[src/rtl/conv_stream_gen.sv]
// Streaming 1-D valid-mode convolution: persistent filter, pipelined MAC,
// output FIFO with issue gating, optional ReLU on the result path.
module conv_stream_gen #(
  parameter int WIDTH     = 10,
  parameter int OUT_WIDTH = 26,
  parameter int SIZE_X    = 112,
  parameter int SIZE_F    = 49,
  parameter int MAC_PIPE  = 2,
  parameter int OUT_DEPTH = 4,
  parameter int RELU      = 0
) (
  input  logic                        clk,
  input  logic                        reset,
  input  logic signed [WIDTH-1:0]     x_data,
  input  logic                        x_valid,
  output logic                        x_ready,
  input  logic signed [WIDTH-1:0]     f_data,
  input  logic                        f_valid,
  output logic                        f_ready,
  output logic signed [OUT_WIDTH-1:0] y_data,
  output logic                        y_valid,
  input  logic                        y_ready,
  output logic                        busy,
  output logic [1:0]                  dbg_state
);

  // Handshake: a word moves on a cycle where valid && ready; ready is decoded
  // from state (plus f_valid for x in IDLE, so the filter wins a tie).
  localparam int NOUT = SIZE_X - SIZE_F + 1;
  localparam int XA_W = $clog2(SIZE_X);
  localparam int FA_W = $clog2(SIZE_F);
  localparam int PW   = $clog2(OUT_DEPTH);
  localparam int CW   = $clog2(OUT_DEPTH + 1);
  localparam logic [XA_W-1:0] X_LAST = XA_W'(SIZE_X - 1);
  localparam logic [XA_W-1:0] K_LAST = XA_W'(NOUT - 1);
  localparam logic [FA_W-1:0] F_LAST = FA_W'(SIZE_F - 1);

  typedef enum logic [1:0] {S_IDLE, S_LOAD_F, S_LOAD_X, S_COMPUTE} state_t;

  state_t                    r_state;
  logic                      r_filter_loaded;
  logic [FA_W-1:0]           r_fcnt, r_j;
  logic [XA_W-1:0]           r_xcnt, r_k;
  logic                      r_issue_done;
  logic [CW-1:0]             r_inflight, r_cnt;
  logic signed [WIDTH-1:0]   r_xmem [SIZE_X];
  logic signed [WIDTH-1:0]   r_fmem [SIZE_F];
  logic                      r_iv, r_if, r_il, r_rv, r_rf, r_rl;
  logic [XA_W-1:0]           r_ixa;
  logic [FA_W-1:0]           r_ifa;
  logic signed [WIDTH-1:0]   r_rx, r_rfd;
  logic [MAC_PIPE-1:0]       r_pv, r_pf, r_pl;
  logic signed [OUT_WIDTH-1:0] r_p [MAC_PIPE];
  logic signed [OUT_WIDTH-1:0] r_acc;
  logic signed [OUT_WIDTH-1:0] r_fifo [OUT_DEPTH];
  logic [PW-1:0]             r_wp, r_rp;

  logic                        w_f_hs, w_x_hs, w_room, w_issue, w_inc, w_wr, w_pop;
  logic signed [2*WIDTH-1:0]   w_mul;
  logic signed [OUT_WIDTH-1:0] w_prod, w_sum, w_wdata;

  assign f_ready   = reset && (r_state == S_IDLE || r_state == S_LOAD_F);
  assign x_ready   = (r_state == S_IDLE && r_filter_loaded && !f_valid) || r_state == S_LOAD_X;
  assign w_f_hs    = f_valid && f_ready;
  assign w_x_hs    = x_valid && x_ready;
  assign busy      = (r_state != S_IDLE);
  assign dbg_state = r_state;

  // A new output may start only when its result is guaranteed a FIFO slot.
  assign w_room  = ({1'b0, r_cnt} + {1'b0, r_inflight}) < (CW+1)'(OUT_DEPTH);
  assign w_issue = (r_state == S_COMPUTE) && !r_issue_done && (r_j != '0 || w_room);
  assign w_inc   = w_issue && (r_j == '0);

  assign w_mul   = (2*WIDTH)'(r_rx) * (2*WIDTH)'(r_rfd);
  assign w_prod  = OUT_WIDTH'(w_mul);
  assign w_sum   = r_pf[MAC_PIPE-1] ? r_p[MAC_PIPE-1] : r_acc + r_p[MAC_PIPE-1];
  assign w_wr    = r_pv[MAC_PIPE-1] && r_pl[MAC_PIPE-1];
  assign w_wdata = (RELU != 0 && w_sum[OUT_WIDTH-1]) ? '0 : w_sum;

  assign y_valid = (r_cnt != '0);
  assign y_data  = y_valid ? r_fifo[r_rp] : '0;
  assign w_pop   = y_valid && y_ready;

  function automatic logic [PW-1:0] f_next(input logic [PW-1:0] p);
    return (p == PW'(OUT_DEPTH - 1)) ? '0 : p + PW'(1);
  endfunction

  always_ff @(posedge clk or negedge reset) begin
    if (!reset) begin
      r_state         <= S_IDLE;
      r_filter_loaded <= 1'b0;
      r_fcnt          <= '0;
      r_xcnt          <= '0;
      r_k             <= '0;
      r_j             <= '0;
      r_issue_done    <= 1'b0;
    end else begin
      case (r_state)
        S_IDLE: begin
          if (w_f_hs) begin
            r_fcnt  <= FA_W'(1);
            r_state <= S_LOAD_F;
          end else if (w_x_hs) begin
            r_xcnt  <= XA_W'(1);
            r_state <= S_LOAD_X;
          end
        end
        S_LOAD_F: begin
          if (w_f_hs) begin
            if (r_fcnt == F_LAST) begin
              r_fcnt          <= '0;
              r_filter_loaded <= 1'b1;
              r_state         <= S_IDLE;
            end else begin
              r_fcnt <= r_fcnt + FA_W'(1);
            end
          end
        end
        S_LOAD_X: begin
          if (w_x_hs) begin
            if (r_xcnt == X_LAST) begin
              r_xcnt       <= '0;
              r_k          <= '0;
              r_j          <= '0;
              r_issue_done <= 1'b0;
              r_state      <= S_COMPUTE;
            end else begin
              r_xcnt <= r_xcnt + XA_W'(1);
            end
          end
        end
        S_COMPUTE: begin
          if (w_issue) begin
            if (r_j == F_LAST) begin
              r_j <= '0;
              if (r_k == K_LAST) r_issue_done <= 1'b1;
              else               r_k <= r_k + XA_W'(1);
            end else begin
              r_j <= r_j + FA_W'(1);
            end
          end
          if (r_issue_done && r_inflight == '0) r_state <= S_IDLE;
        end
        default: r_state <= S_IDLE;
      endcase
    end
  end

  always_ff @(posedge clk) begin
    if (w_x_hs) r_xmem[r_xcnt] <= x_data;
    if (w_f_hs) r_fmem[r_fcnt] <= f_data;
    r_rx  <= r_xmem[r_ixa];
    r_rfd <= r_fmem[r_ifa];
    if (w_wr) r_fifo[r_wp] <= w_wdata;
  end

  // Issue register -> memory read register -> MAC_PIPE product stages -> accumulator.
  always_ff @(posedge clk or negedge reset) begin
    if (!reset) begin
      r_iv       <= 1'b0;
      r_if       <= 1'b0;
      r_il       <= 1'b0;
      r_ixa      <= '0;
      r_ifa      <= '0;
      r_rv       <= 1'b0;
      r_rf       <= 1'b0;
      r_rl       <= 1'b0;
      r_pv       <= '0;
      r_pf       <= '0;
      r_pl       <= '0;
      for (int i = 0; i < MAC_PIPE; i++) r_p[i] <= '0;
      r_acc      <= '0;
      r_inflight <= '0;
    end else begin
      r_iv  <= w_issue;
      r_ixa <= r_k + XA_W'(r_j);
      r_ifa <= r_j;
      r_if  <= (r_j == '0);
      r_il  <= (r_j == F_LAST);
      r_rv  <= r_iv;
      r_rf  <= r_if;
      r_rl  <= r_il;
      r_pv[0] <= r_rv;
      r_pf[0] <= r_rf;
      r_pl[0] <= r_rl;
      r_p[0]  <= w_prod;
      for (int i = 1; i < MAC_PIPE; i++) begin
        r_pv[i] <= r_pv[i-1];
        r_pf[i] <= r_pf[i-1];
        r_pl[i] <= r_pl[i-1];
        r_p[i]  <= r_p[i-1];
      end
      if (r_pv[MAC_PIPE-1]) r_acc <= w_sum;
      if (w_inc && !w_wr)      r_inflight <= r_inflight + CW'(1);
      else if (!w_inc && w_wr) r_inflight <= r_inflight - CW'(1);
    end
  end

  always_ff @(posedge clk or negedge reset) begin
    if (!reset) begin
      r_wp  <= '0;
      r_rp  <= '0;
      r_cnt <= '0;
    end else begin
      if (w_wr)  r_wp <= f_next(r_wp);
      if (w_pop) r_rp <= f_next(r_rp);
      if (w_wr && !w_pop)      r_cnt <= r_cnt + CW'(1);
      else if (!w_wr && w_pop) r_cnt <= r_cnt - CW'(1);
    end
  end

endmodule

[config.mk]
export PLATFORM = sky130hd
export DESIGN_NAME = conv_stream_gen
export DESIGN_NICKNAME = d
export VERILOG_FILES = /design/src/rtl/conv_stream_gen.sv
export SDC_FILE = /design/constraint.sdc
export NUM_CORES = 2
export LEC_CHECK = 0
export CORE_ASPECT_RATIO = 0.9
export CORE_MARGIN = 1
export CORE_UTILIZATION = 50
export DETAILED_ROUTE_END_ITERATION = 6
export PLACE_DENSITY = 0.72
export SLEW_MARGIN = 25
export SYNTH_ARGS = -nofsm -noshare
export SYNTH_HDL_FRONTEND = slang
export SYNTH_SLANG_ARGS = --single-unit
[constraint.sdc]
create_clock -name clk -period 6.06 [get_ports clk]
set_input_delay 1.212 -clock clk [delete_from_list [all_inputs] [get_ports clk]]
set_output_delay 1.212 -clock clk [all_outputs]
set_load 0.02 [all_outputs]
==> flow_summary_export.csv <==
group,metric,value,unit
final_layout,layout_commonest_cell,"edfxtp_1",
placement,dp_hpwl,99.1,mm
timing,maxSlewHeadroom,0.265,
clock_tree,ctsResizeCount,0,
placement,port-buffer-count,56,
timing,finalSetupViolCount,0,
synthesis,yosysUniqueCellTypes,64,
timing,holdWs,0.307,ns
final_layout,stdcell_count,6116,
final_layout,layout_common_cells,"edfxtp_1, mux4_2, clkbuf_16",
route,remaining_drc_errors,0,
timing,worst_pin_slew,1.10,ns
route,drt-total-wl,162,mm
die,boundaryPins,57,
die,row_count,136,
power_and_ir_drop,power.leakage,28.0,nW
route,routedWlPerCell,26.5,microns
run,drv_cap,0,
route,ant_nets,0,
die,core-area,153000,sq um
power_and_ir_drop,cellPowerDensity,596,nW/um^2
final_layout,final_core_util,0.562,
grt,grt_usage,0.212,
synthesis,synth_cells,3809,
synthesis,synth_edf_count,1714,
worst_setup_path,end_kind,"flop",
timing,period_share,0.893,
grt,grt_max_degree,113,
synthesis,synthArstFlopShare,0.0702,
worst_setup_path,cp-start-kind,"flop",
clock_tree,root_buffer,"clkbuf_16",
placement,place_inst,5792,
grt,grt_pass1_wl,245,mm
synthesis,yosysWarnings,0,
timing,skew,0.0643,ns
clock_tree,clkSinkCount,1865,
clock_tree,htree_levels,4,
outcome,status,"finished, final reports clean",
die,die_w,415,microns
power_and_ir_drop,p_comb_frac,0.478,
synthesis,syn-cell-area,76800,sq um
synthesis,syn-num-nets,4024,
route,dr.pass1.iters,5,
power_and_ir_drop,clkPwrFrac,0.212,
die,die_h,374,microns
route,drtIter0Drc,3479,
final_layout,final_nets,4189,
route,routed-via-count,36700,
clock_tree,cts_buffers,181,
clock_tree,cts-hold-fix-buffers,0,
grt,grt_pass1_vias,37500,
synthesis,synth.yosys.seq_area_share,0.718,
worst_setup_path,crit_path_max_fanout,10,
hold_path,hold_path_class,"in2async",
timing,rsz0062_at_grt,"false",
power_and_ir_drop,swShare,0.370,
final_layout,multi_input_area,20300,sq um
final_layout,fill_cells,11000,
worst_setup_path,worstSetupPathType,"reg2reg",
clock_tree,clk_path_buf_depth,3,
timing,tns,0,ns
timing,max_freq,0.185,GHz
route,vias_per_cell,6.00,
synthesis,synth-seq-cells,1865,
grt,gr-total-overflow,0,
worst_setup_path,crit_path_top_delay_cell,"fa_1",
worst_setup_path,required,6.71,ns
synthesis,synthFlopType,"edfxtp_1",
grt,antenna_found_initial,1,
worst_setup_path,path_cells,"nand2_1 -> fa_1 -> inv_1 -> fa_1 -> inv_1 -> fa_1 -> inv_1 -> fa_1 -> inv_1 -> fa_1 -> inv_1 -> ha_1 -> o21a_1 -> o21ai_0 -> a31oi_1 -> nand2_1 -> a2111o_1 -> a311o_1 -> o2111ai_1",
synthesis,avgSynthCellArea,20.2,sq um
power_and_ir_drop,vdd_ir_drop_max,0.00202,V
die,initial_core_util,0.503,
power_and_ir_drop,p_int,32.3,mW
placement,place.gp.congestion,0.844,
clock_tree,insertion_delay,0.80,ns
timing,fin_crit,5.41,ns
die,dieArea,155000,sq um
timing,finalHoldViolations,0,
worst_setup_path,arrival,6.06,ns
final_layout,area_growth,11.8,%
worst_setup_path,slowest_delay,0.56,ns
power_and_ir_drop,seq_power_share,0.310,
clock_tree,cts_tree,"done",
timing,slew_violations,0,
worst_setup_path,ff2ff_path_depth,19,
final_layout,ff_latch_area,55200,sq um
clock_tree,post-cts-setup-buffers,0,
final_layout,layout-drive-gt1-share,0.248,
power_and_ir_drop,power.switching,18.9,mW
clock_tree,clkSlewWorstSetupHoldPaths,0.06,ns
[layout make-up]
cell class | instances | area share
sequential | 1865 | 0.643
timing repair buffer | 163 | 0.0169
clock inverter | 97 | 0.0119
inverter | 164 | 0.00717
tap | 2001 | 0.0292
clock buffer | 225 | 0.0553
antenna | 2 | 0.0000583
multi-input combinational | 1599 | 0.237
[critical path: cells and delay by family (launching register included)]
kind	cells	cell delay [ns]
fa+ha+maj	6	2.87
compound gates	6	1.32
buf+inv	5	0.26
simple gates	2	0.27
flops	1	0.53
[stage by stage]
stage | setup slack, ns | instance area, sq um | power [mW]
CTS | 0.644 | 85700 | 51.6
detailed placement | 0.744 | 80000 | 40.6
finish | 0.648 | 85800 | 51.2
global route | 0.359 | 85800 | 54.8
global placement | 0.826 | 80000 | 40.1
floorplan | 1.02 | 76800 | 34.8
[final timing paths]
check,from,end,slack [ns]
max,r_rx[7],r_p[44],0.65
min,reset,r_rl,0.31
max reg2reg,r_rx[7],r_p[44],0.65
min reg2reg,r_p[31],r_p[5],0.31
max in group asynchronous,reset,r_rp[0],4.61
min in group clk,r_p[31],r_p[5],0.31
[layer usage]
layer	wire length [microns]	part of all wire	up-vias	track usage
met5	0	0	-	0
met4	3980	0.025	0	0.0594
met3	11600	0.071	237	0.0340
met2	76400	0.47	1491	0.326
met1	69900	0.43	19400	0.318
li1	-	-	15600	-
[cell families after synthesis]
family	after synthesis	synth area share
multiplexers	600	0.167
XOR/XNOR	57	0.00650
flip-flops	1865	0.718
AND/OR/NAND/NOR	547	0.0327
AO/OA/AOI/OAI	205	0.0169
adder cells (fa/ha/maj)	190	0.0403
buffers and inverters	345	0.0183
[flip-flops by register name, summed over array words and instances, names as in the netlist, 3 cells and up]
signal and cells:
r_ifa 6, r_rfd 10, r_rx 10, r_fcnt 6, r_cnt 3, r_k 7, r_j 6, r_inflight 3
r_ixa 7, r_fmem 490, r_p 40, r_xcnt 7, r_xmem 1120, r_acc 26, r_fifo 104
[synthesized netlist by cell type, types with 14 or more instances]
| cell | n | area share |
|---|---|---|
| edfxtp_1 | 1714 | 0.67 |
| mux4_2 | 541 | 0.16 |
| nor2_1 | 222 | 0.011 |
| inv_1 | 162 | 0.0079 |
| nand2_1 | 138 | 0.0067 |
| dfrtp_1 | 131 | 0.043 |
| clkbuf_1 | 109 | 0.0053 |
| fa_1 | 95 | 0.025 |
| ha_1 | 95 | 0.015 |
| and2_1 | 67 | 0.0055 |
| o21ai_0 | 58 | 0.0038 |
| a21oi_1 | 48 | 0.0031 |
| mux2_2 | 43 | 0.0063 |
| xnor2_1 | 32 | 0.0037 |
| buf_2 | 31 | 0.0020 |
| nand3_1 | 27 | 0.0018 |
| buf_1 | 26 | 0.0013 |
| xor2_1 | 25 | 0.0029 |
| dfxtp_1 | 20 | 0.0052 |
| nor2b_1 | 20 | 0.0016 |
| a21o_1 | 19 | 0.0019 |
| mux2i_1 | 16 | 0.0021 |
| and3_1 | 15 | 0.0012 |
| a211oi_1 | 14 | 0.0014 |
[power groups by stage]
stage | registers, mW | clock network, mW | logic, mW
after global routing | 15.9 | 11.5 | 27.3
after detailed placement | 16.1 | 0 | 24.5
after CTS | 15.9 | 11.1 | 24.7
final | 15.9 | 10.9 | 24.5
after floorplan | 15.5 | 0 | 19.3
after global placement | 16.1 | 0 | 24.0
Power figures use the tool's default switching activity.
